[config.mk]
export PLATFORM = sky130hd
export DESIGN_NAME = mem_bridge
export DESIGN_NICKNAME = d
export VERILOG_FILES = /design/src/rtl/mem_bridge_pkg.sv /design/src/rtl/mem_wait_counter.sv /design/src/rtl/mem_bridge.sv
export SDC_FILE = /design/constraint.sdc
export NUM_CORES = 1
export LEC_CHECK = 0
export ABC_AREA = 1
export BUFFER_PORTS_ARGS = -buffer_cell sky130_fd_sc_hd__buf_2
export CORE_MARGIN = 2
export CORE_UTILIZATION = 51
export DETAILED_ROUTE_END_ITERATION = 7
export GPL_ROUTABILITY_DRIVEN = 0
export PLACE_DENSITY = 0.83
export SLEW_MARGIN = 20
export SYNTH_ARGS = -nofsm -noshare
export SYNTH_HDL_FRONTEND = slang
export SYNTH_SLANG_ARGS = --single-unit
[constraint.sdc]
create_clock -name clk -period 2.47 [get_ports clk]
set_clock_uncertainty 0.1 [all_clocks]
set_input_delay 0.3705 -clock clk [delete_from_list [all_inputs] [get_ports clk]]
set_output_delay 0.3705 -clock clk [all_outputs]
set_load 0.02 [all_outputs]
[src/rtl/mem_bridge_pkg.sv]
// Shared types and constants for the memory bridge: FSM state encoding,
// command encoding on dm_cmd, and the width of the wait-state counter.
package mem_bridge_pkg;

  localparam int unsigned WCNT_W = 4;

  localparam logic CMD_READ  = 1'b0;
  localparam logic CMD_WRITE = 1'b1;

  typedef enum logic [1:0] {
    IDLE   = 2'd0,
    ACCESS = 2'd1,
    WAIT   = 2'd2,
    DONE   = 2'd3
  } state_e;

endpackage

[src/rtl/mem_wait_counter.sv]
// Loadable down-counter that times the memory wait states.
// Ports:
//   clk, rst  - clock and synchronous active-high reset (clears count)
//   load      - load load_val (has priority over dec)
//   load_val  - value to load
//   dec       - decrement by one; saturates at zero
//   zero      - count is zero
module mem_wait_counter
  import mem_bridge_pkg::*;
(
  input  logic              clk,
  input  logic              rst,
  input  logic              load,
  input  logic [WCNT_W-1:0] load_val,
  input  logic              dec,
  output logic              zero
);

  logic [WCNT_W-1:0] cnt_q;
  logic [WCNT_W-1:0] cnt_d;

  // Next count: load wins over decrement; never wraps below zero.
  always_comb begin
    cnt_d = cnt_q;
    if (load) begin
      cnt_d = load_val;
    end else if (dec && (cnt_q != '0)) begin
      cnt_d = cnt_q - WCNT_W'(1);
    end
  end

  always_ff @(posedge clk) begin
    if (rst) begin
      cnt_q <= '0;
    end else begin
      cnt_q <= cnt_d;
    end
  end

  assign zero = (cnt_q == '0);

endmodule

[src/rtl/mem_bridge.sv]
// Control-unit to data-memory bridge. Accepts one CU request at a time,
// drives a single-cycle memory strobe followed by WAIT_CYC wait states,
// captures read data on entry to DONE and pulses cu_ack for one cycle.
// Ports:
//   clk, rst                    - clock, synchronous active-high reset
//   cu_req/cu_we/cu_addr/wdata  - CU request, sampled only in IDLE
//   cu_rdata, cu_ack            - read result (held) and completion pulse
//   cu_busy                     - transaction in flight (decoded from state)
//   dm_en/cmd/addr/wdata        - memory strobe and held request fields
//   dm_rdata                    - memory read data
module mem_bridge
  import mem_bridge_pkg::*;
#(
  parameter int unsigned DATA_W   = 8,
  parameter int unsigned ADDR_W   = 8,
  parameter int unsigned WAIT_CYC = 1
) (
  input  logic              clk,
  input  logic              rst,
  input  logic              cu_req,
  input  logic              cu_we,
  input  logic [ADDR_W-1:0] cu_addr,
  input  logic [DATA_W-1:0] cu_wdata,
  output logic [DATA_W-1:0] cu_rdata,
  output logic              cu_ack,
  output logic              cu_busy,
  output logic              dm_en,
  output logic              dm_cmd,
  output logic [ADDR_W-1:0] dm_addr,
  output logic [DATA_W-1:0] dm_wdata,
  input  logic [DATA_W-1:0] dm_rdata
);

  state_e            state_q, state_d;
  logic              dm_en_q, dm_en_d;
  logic              dm_cmd_q, dm_cmd_d;
  logic [ADDR_W-1:0] dm_addr_q, dm_addr_d;
  logic [DATA_W-1:0] dm_wdata_q, dm_wdata_d;
  logic [DATA_W-1:0] cu_rdata_q, cu_rdata_d;
  logic              cu_ack_q, cu_ack_d;

  logic              accept;
  logic              cnt_load;
  logic              cnt_dec;
  logic              cnt_zero;

  // Loaded on leaving ACCESS so WAIT lasts exactly WAIT_CYC cycles.
  mem_wait_counter u_wait_cnt (
    .clk      (clk),
    .rst      (rst),
    .load     (cnt_load),
    .load_val (WCNT_W'(WAIT_CYC - 1)),
    .dec      (cnt_dec),
    .zero     (cnt_zero)
  );

  assign accept = (state_q == IDLE) && cu_req;

  // Next-state logic; requests outside IDLE are dropped, not queued.
  always_comb begin
    state_d  = state_q;
    cnt_load = 1'b0;
    cnt_dec  = 1'b0;
    case (state_q)
      IDLE: begin
        if (cu_req) state_d = ACCESS;
      end
      ACCESS: begin
        if (WAIT_CYC == 0) begin
          state_d = DONE;
        end else begin
          state_d  = WAIT;
          cnt_load = 1'b1;
        end
      end
      WAIT: begin
        if (cnt_zero) state_d = DONE;
        else          cnt_dec = 1'b1;
      end
      DONE: begin
        state_d = IDLE;
      end
      default: begin
        state_d = IDLE;
      end
    endcase
  end

  // Registered outputs are decoded from the next state so they line up with it.
  always_comb begin
    dm_en_d    = (state_d == ACCESS);
    cu_ack_d   = (state_d == DONE);
    dm_cmd_d   = dm_cmd_q;
    dm_addr_d  = dm_addr_q;
    dm_wdata_d = dm_wdata_q;
    cu_rdata_d = cu_rdata_q;
    if (accept) begin
      dm_cmd_d   = cu_we;
      dm_addr_d  = cu_addr;
      dm_wdata_d = (cu_we == CMD_WRITE) ? cu_wdata : '0;
    end
    // Capture read data on the edge entering DONE; writes leave it alone.
    if ((state_d == DONE) && (state_q != DONE) && (dm_cmd_q == CMD_READ)) begin
      cu_rdata_d = dm_rdata;
    end
  end

  always_ff @(posedge clk) begin
    if (rst) begin
      state_q    <= IDLE;
      dm_en_q    <= 1'b0;
      dm_cmd_q   <= CMD_READ;
      dm_addr_q  <= '0;
      dm_wdata_q <= '0;
      cu_rdata_q <= '0;
      cu_ack_q   <= 1'b0;
    end else begin
      state_q    <= state_d;
      dm_en_q    <= dm_en_d;
      dm_cmd_q   <= dm_cmd_d;
      dm_addr_q  <= dm_addr_d;
      dm_wdata_q <= dm_wdata_d;
      cu_rdata_q <= cu_rdata_d;
      cu_ack_q   <= cu_ack_d;
    end
  end

  assign cu_busy  = (state_q != IDLE);
  assign dm_en    = dm_en_q;
  assign dm_cmd   = dm_cmd_q;
  assign dm_addr  = dm_addr_q;
  assign dm_wdata = dm_wdata_q;
  assign cu_rdata = cu_rdata_q;
  assign cu_ack   = cu_ack_q;

endmodule

-- Yosys cells after proc, flatten, opt, wreduce, memory -nomap -nowiden
Cells that the tools add are included.
- memories kept: 0
- register bits after elaboration: 33
- output and inout port bits: 28
- ROM bits: 0
- logic and storage cells: 32
- bits in latches: 0
- RAM bits: 0
- mux-type cells: 7
- $lt $le $gt $ge: 0
- multiply operators: 0
- add/sub/neg operators: 1
- divide/modulo/power cells: 0
- shifts and indexed selects: 0
- equality and inequality tests: 6
- reductions and logical operators: 9
- bitwise logic cells: 1
- operator list (kind ; number):
    two-way mux 8 bit ; 1
    case mux 2 bit (4 select lines) ; 1
    equality test 2 bit, second input constant ; 3
    equality test 2 x 1 -> 1 bit, second input constant ; 2
    logical AND 1 bit ; 4
    zero test 4 bit ; 1
    two-way mux 2 bit ; 2
    nonzero test 4 bit ; 1
    subtractor 4 x 1 -> 4 bit, second input constant ; 1
    two-way mux 1 bit ; 3
    zero test 2 bit ; 1
    inequality test 2 bit, second input constant ; 1
    nonzero test 2 bit ; 1
    OR reduction 2 bit ; 1
    inverter 1 bit ; 1

-- Depth between registers and ports, before layout
Gate-level depths: netlist (run 1).
- depth after elaboration: 6
- gate-level depth with buffers: 10
- mapped depth without buffers: 10

-- Cells and area by module
Synthesis (run 1) repeated with hierarchy kept, for this count alone.
- cell total of the unflattened synthesis: 196
- area total of the unflattened synthesis: 1453.9 um^2
- modules (own cells, without submodules) (module ; cells each ; instances ; seq. area each (um^2) ; area each (um^2)):
    mem_bridge ; 155 ; 1 ; 580.6 ; 1179.9
    mem_wait_counter ; 41 ; 1 ; 80.1 ; 274.0

-- Worst setup path after synthesis (run 1)
OpenSTA, ideal clock, no wires.
- kind: flip-flop to flip-flop
- from: reg state_q[0]
- to: reg cu_rdata_q[6], in the netlist cu_rdata[6]
- setup slack: 0.857 ns
- period minus slack after synthesis: 1.613 ns
- path buffers: 1
- cell stages (with the launch flop): 9
- data required time: 2.257 ns
- setup time: 0.113 ns
- arrival time: 1.400 ns
- path through: dfxtp_1 -> inv_1 -> ha_1 -> inv_2 -> nor3_4 -> buf_6 -> nand3_1 -> nand2_1 -> nor2_1
- word-level cells in the longest chain between the ends: 5
- elaborated cells between the ends (all ways): 11
- RTL lines (element ; line ; RTL):
    start, declared ; mem_bridge.sv:34 ; state_e state_q, state_d;
    start signal, assigned ; mem_bridge.sv:118 ; state_q <= state_d;
    equality test 2 bit, or another cell as far along ; mem_bridge.sv:64 ; case (state_q)
    case mux 2 bit (4 select lines) (*) ; mem_bridge.sv:64 ;
    via state_d[1] ; mem_bridge.sv:34 ;
    equality test 2 bit (*) ; mem_bridge.sv:103 ; if ((state_d == DONE) && (state_q != DONE) && (dm_cmd_q == CMD_READ)) begin
    logical AND 1 bit (*) (2 in a row) ; mem_bridge.sv:103 ;
    end signal, assigned ; mem_bridge.sv:123 ; cu_rdata_q <= cu_rdata_d;
    end, declared ; mem_bridge.sv:39 ; logic [DATA_W-1:0] cu_rdata_q, cu_rdata_d;
Mark *: on every way through the listed nets, which the timed path passes. The rest lies on a longest branch.
A chain may end at the register's enable or synchronous reset.

-- Final worst setup path (run 1)
- from: reg state_q[0]
- to: out cu_busy
- word-level cells in the longest chain between the ends: 1
- RTL lines (element ; line ; RTL):
    nonzero test 2 bit ; mem_bridge.sv:128 ; assign cu_busy = (state_q != IDLE);
    end, declared ; mem_bridge.sv:26 ; output logic cu_busy,
No other way between the ends.

==> metrics.cfg, run 1 <==
[status]
outcome=finished clean

[critical_path]
cp_max_fo=4
r2r-start=state_q[0]$_SDFF_PP0_
crit_start=state_q[0]$_SDFF_PP0_
crit_path_start_kind=flip-flop
cp_data_required_time_ns=2.00
crit_arrival_ns=1.30
cp-end-kind=output port
critPathKind=flip-flop to output port

[timing]
rsz0062_at_grt=no
slew_headroom_pct=67.7
fmax_mhz=564
min_period_ns=1.77
hold_viol=0
setup_tns_ns=0
period_share_pct=71.8
final.setup.worst_slack_ns=0.697
setup_viol=0
worst_pin_slew_ns=0.485
finalMaxSlewViolations=0

[detailed_routing]
ant_nets=0
vias=1272
vias_per_cell=4.73
post_drt_wl_per_cell_um=10.1
dr.pass1.iters=6
drt_iter0_drc=49
finalWirelength_mm=2.72
route.detailed.drc=0

[hold_path]
hold_start=cu_wdata[2]
hp-class=input pin to flip-flop

[layout]
diodes=0
nets=271
layout-drive-gt1-share_pct=33.6
area_delta_synth_final_pct=23.3
fillers=240

[placed_design]
dpl.hpwl_mm=1.99
io_buffers=55
dp_slack_ns=0.769

[floorplanning]
num_rows=19
die_x_um=56.5
ios=56
core-area_sq_um=2690
die-area_sq_um=3200
dieHeight_um=56.5
initial_core_util_pct=52.4

[synthesis]
synth_area_sq_um=1410
synthesis.nets=213
netlist_instances=179
syn_avg_cell_area_sq_um=7.86
yosysWarnings=0
synth_seq_cells=33
synth_cell_types=21
seq_area_frac_synth_pct=46.9

[pwr]
p_leak_nw=0.894
power_density_nw_per_um2=914
peakVddDrop_mv=0.625

[clock_network]
clkSinkCount=33
numCtsBuffers=5
cts_resized=0
hold_buffers=0
cts_tree=built
cts.clk_slew.worst_paths_ns=0.10
htree_levels=2
clockBufferDepth=2
clk_latency_ns=0.33
clock-root-buffer=clkbuf_4
cts_setup_buffers=0

[grt]
grt_pass1_vias=1144
grt_use_total_pct=18.1
antenna_found_initial=0
grt_max_degree=19
grt_pass1_wl_mm=4.54
grt_overflow=0

[run]
cap_violations=0

-- cell usage after synthesis --
cell      count  share of area, %
ha_1          6               5.3
xor2_1        1              0.62
nand2_4       1              0.80
buf_12        1               1.4
inv_1        19               5.1
o21ai_1       1              0.36
o21ai_0       9               3.2
clkbuf_1      1              0.27
nand2_2       3               1.3
nor3_1        1              0.36
nor3_4        1               1.2
buf_6         1              0.80
nand3_1      10               3.6
a21oi_1      13               4.6
o21ai_2       1              0.62
nand2_1      34               9.1
nor2_1       30               8.0
dfxtp_1      33                47
inv_2         3              0.80
a21oi_2       8               5.0
buf_2         2              0.71
-- worst max-delay path, stage by stage, from the launching register on --
cell     delay [ns]
dfxtp_1        0.41
inv_1          0.11
ha_1           0.23
inv_1          0.06
buf_2          0.15
-- state kept, by name, summed over array words and instances (netlist names) --
register,flops
cu_rdata,8
cu_ack,1
dm_wdata,8
u_wait_cnt.cnt_q,4
state_q,2
dm_en,1
dm_cmd,1
dm_addr,8
-- logic make-up after synthesis --
kind of cell,count (synthesis),synth area share [%]
buffers and inverters,27,9.07
adders and majority gates,6,5.33
AOI/OAI and AO/OA,32,13.8
and+or+nand+nor,80,24.3
DFF,33,46.9
xor gates and xnor gates,1,0.622
-- final timing paths --
kind	end	slack (ns)	cells after the start
setup / recovery	cu_busy	0.70	4
hold / removal	dm_wdata[2]$_SDFFE_PP0P_	0.17	3
setup reg to reg	cu_rdata[2]$_SDFFE_PP0P_	0.77	8
hold reg to reg	dm_wdata[7]$_SDFFE_PP0P_	0.37	2
-- per-stage QoR --
stage               hold slack (ns)  power, mW  cells  instance area [sq um]  utilization [%]
finish                        0.168       1.59    269                   1740             64.6
global route                  0.149       1.70    269                   1740             64.6
CTS                           0.161       1.60    269                   1740             64.6
detailed placement            0.358       1.32    261                   1680             62.7
global placement              0.354       1.30    261                   1680             62.7
floorplan                     0.340       1.19    179                   1410                -
-- final cells by class --
class	instances	area [sq um]	share of cell area, %
flip-flops and latches	33	661	38.1
multi-input cells	119	619	35.7
repair buffers	56	283	16.3
inverters	22	82.6	4.76
clock buffers	6	41.3	2.38
well taps	31	38.8	2.24
clock inverters	2	10.0	0.577
-- cell usage in the layout (no fill, tap or decap) --
| cell | count |
|---|---|
| inv_1 | 19 |
| o21ai_1 | 1 |
| clkinv_2 | 2 |
| nand2_2 | 3 |
| nor2_1 | 30 |
| dfxtp_1 | 33 |
| xor2_1 | 1 |
| ha_1 | 6 |
| nand2_1 | 34 |
| o21ai_0 | 9 |
| inv_2 | 3 |
| o21ai_2 | 1 |
| buf_2 | 55 |
| clkbuf_4 | 5 |
| buf_4 | 1 |
| nor3_1 | 1 |
| nand3_1 | 10 |
| nand2_4 | 1 |
| clkbuf_1 | 1 |
| nor3_4 | 1 |
| a21oi_2 | 8 |
| a21oi_1 | 13 |
-- metal layers --
metal | GRT usage (%) | share of wire, %
met1 | 20.8 | 44
met2 | 30.4 | 48
met3 | 7.83 | 7.4
met4 | 5.10 | 0.99
met5 | 0 | 0
-- report_power, final --
part | leakage, nW | total, mW | switching, mW | internal (mW)
registers | 0.270 | 0.676 | 0.0528 | 0.623
clock network | 0.0320 | 0.287 | 0.179 | 0.108
logic | 0.592 | 0.623 | 0.403 | 0.219
total | 0.894 | 1.59 | 0.635 | 0.951
No activity file was read; power rests on OpenSTA's default activity.
==> inputs of run 2 (changes only) <==
--- a/config.mk
+++ b/config.mk
@@ -8,10 +8,10 @@
 export ABC_AREA = 1
 export BUFFER_PORTS_ARGS = -buffer_cell sky130_fd_sc_hd__buf_2
 export CORE_MARGIN = 2
-export CORE_UTILIZATION = 51
+export CORE_UTILIZATION = 43
 export DETAILED_ROUTE_END_ITERATION = 7
 export GPL_ROUTABILITY_DRIVEN = 0
-export PLACE_DENSITY = 0.83
+export PLACE_DENSITY = 0.75
 export SLEW_MARGIN = 20
 export SYNTH_ARGS = -nofsm -noshare
 export SYNTH_HDL_FRONTEND = slang
==> constraint.sdc (replaced) <==
create_clock -name clk -period 1.4 [get_ports clk]
set_clock_uncertainty 0.1 [all_clocks]
set_input_delay 0.21 -clock clk [delete_from_list [all_inputs] [get_ports clk]]
set_output_delay 0.21 -clock clk [all_outputs]
set_load 0.02 [all_outputs]
==> run 2 against run 1 <==
Final cell count up 13%. The flow now finishes with violations (setup timing). Worst setup slack worse by 0.72 ns. Clock power up 90%. Hold slack worse by 0.16 ns. Count of clock-buffer cells in the layout up 1. Critical endpoint is now cu_rdata[5]$_SDFFE_PP0P_. Via count up 10%. Sequential share of layout area down 6.1 points. Sequential power up 78%.
==> metrics.cfg, run 2 (same netlist as run 1, synthesis figures left out) <==
[detailed_routing]
post_drt_wl_per_cell_um=11.1  ; +10%
top_layer=met4
finalWirelength_mm=3.37  ; +24%
dr.pass1.iters=4  ; -2
wl_met1_mm=1.50  ; +26%
vias=1404  ; +10%
ant_nets=0  ; unchanged
vias_per_cell=4.63  ; -2.0%
drt_iter0_drc=39  ; -20%
route.detailed.drc=0  ; unchanged
wl_met3_um=174  ; -13%
dr_wl_met2_mm=1.62  ; +25%

[clock_network]
clk_latency_ns=0.34  ; about the same
cts_tree=built
clkSinkCount=33  ; unchanged
htree_levels=2  ; unchanged
clock-root-buffer=clkbuf_4
cts.clk_slew.worst_paths_ns=0.10  ; about the same
clockBufferDepth=2  ; unchanged
numCtsBuffers=5  ; unchanged

[critical_path]
crit_top_cell=inv_4
cp-end-kind=flip-flop
critPathKind=flip-flop to flip-flop
cp_data_required_time_ns=1.54  ; -0.46 ns
cp_top_family=flip-flops
crit_path_start_kind=flip-flop
crit_path_cell_trace=inv_4 > ha_4 > inv_4 > nor3_4 > buf_12 > nand3_1 > nand2_1 > nor2_1
crit_arrival_ns=1.57  ; +0.27 ns
cp_slowest_cell=dfxtp_2
cp_max_fo=8  ; +4
path_buf_inv=3  ; unchanged
cpPeakStageDelay_ns=0.36  ; -0.05 ns

[grt]
grt_use_total_pct=19.6  ; +1.5 points
antenna_found_initial=0  ; unchanged
grt_max_degree=11  ; -8
grt_overflow=0  ; unchanged
grt_pass1_wl_mm=5.36  ; +18%
grt_pass1_vias=1304  ; +14%

[pwr]
peakVddDrop_mv=0.865  ; +38%
power_mw=3.37  ; +110%
power_density_nw_per_um2=1620  ; +77%
p_leak_nw=1.02  ; +14%

[layout]
layout_commonest_cell=buf_2
multiInputGateArea_sq_um=759  ; +23%
final_cell_mix=54 x buf_2, 31 x nand2_1, 29 x dfxtp_1
finalInstanceArea_sq_um=2080  ; +20%
fillers=272  ; +13%
layout-drive-gt1-share_pct=48.3  ; +15 points
ff_latch_area_sq_um=666  ; +0.76%
diodes=0  ; unchanged
area_delta_synth_final_pct=47.8
fin_util_pct=67.6  ; +3.0 points
nets=293  ; +8.1%

[timing]
final.setup.worst_slack_ns=-0.0232  ; -0.721 ns
fmax_mhz=703
hold_viol=0  ; unchanged
period_share_pct=102
slew_headroom_pct=75.6  ; +7.9 points
finalMaxSlewViolations=0  ; unchanged
min_period_ns=1.42
rsz0062_at_grt=yes
worst_pin_slew_ns=0.365  ; -0.120 ns
setup_viol=8  ; +8
setup_tns_ns=-0.123  ; -0.123 ns

[floorplanning]
core-area_sq_um=3080  ; +15%
dieHeight_um=61.2  ; +8.3%
die_x_um=61.2  ; +8.3%
num_rows=20  ; +1
initial_core_util_pct=45.7  ; -6.7 points
ios=56  ; unchanged
die-area_sq_um=3750  ; +17%

[run]
cap_violations=0  ; unchanged

[placed_design]
dpl.hpwl_mm=2.26  ; +13%
io_buffers=55  ; unchanged
dp_slack_ns=-0.0907  ; -0.860 ns
dpl-instance-area_sq_um=1850  ; +9.8%

[hold_path]
hp-class=input pin to flip-flop

[status]
violations=setup timing
outcome=complete, but fails checks

run 2: per-layer routing:
layer / GRT usage, % / up-vias
li1: - / 725
met1: 23.2 / 630
met2: 31.6 / 41
met3: 5.88 / 8
met4: 11.2 / 0
met5: 0 / -
run 2: final cells by class:
class | instances | area share (%)
well taps | 44 | 2.65
repair buffers | 75 | 21.8
flip-flops and latches | 33 | 32.0
clock buffers | 7 | 2.65
multi-input cells | 122 | 36.5
inverters | 22 | 4.45
run 2: power by group:
| part | switching [mW] | internal [mW] | leakage [nW] | total [mW] |
|---|---|---|---|---|
| clock | 0.308 | 0.237 | 0.0314 | 0.545 |
| sequential | 0.0943 | 1.10 | 0.272 | 1.20 |
| combinational | 0.931 | 0.693 | 0.717 | 1.62 |
run 2: repair_timing:
item | 4_1_cts | 5_1_grt
gates cloned | 3 | 1
endpoints found under the setup margin | 12 | 25
setup buffers | 2 | 0
endpoints found under the hold margin | 3 | 0
pin swaps | 8 | 7
hold buffers | 2 | 0
resized for setup | 12 | 23
run 2: final timing paths:
kind | startpoint | to | slack, ns | cells past startpoint
hold / removal | cu_wdata[0] | dm_wdata[0]$_SDFFE_PP0P_ | 0.01 | 3
setup reg to reg | state_q[0]$_SDFF_PP0_ | cu_rdata[5]$_SDFFE_PP0P_ | -0.02 | 8
setup / recovery | state_q[0]$_SDFF_PP0_ | cu_rdata[5]$_SDFFE_PP0P_ | -0.02 | 8
hold reg to reg | dm_wdata[0]$_SDFFE_PP0P_ | dm_wdata[0]$_SDFFE_PP0P_ | 0.37 | 2
run 2: worst register-to-register path, stage by stage (launching register included):
cell and delay [ns]:
dfxtp_2 0.36, inv_4 0.05, ha_4 0.27, inv_4 0.04, nor3_4 0.17, buf_12 0.16, nand3_1 0.08, nand2_1 0.06
nor2_1 0.04
run 2: metrics by stage:
stage,hold WS [ns],std cells
2_1_floorplan,0.179,179
3_5_place_dp,0.352,289
3_3_place_gp,0.342,289
5_1_grt,0.0106,303
6_report,0.0115,303
4_1_cts,0.0000222,303
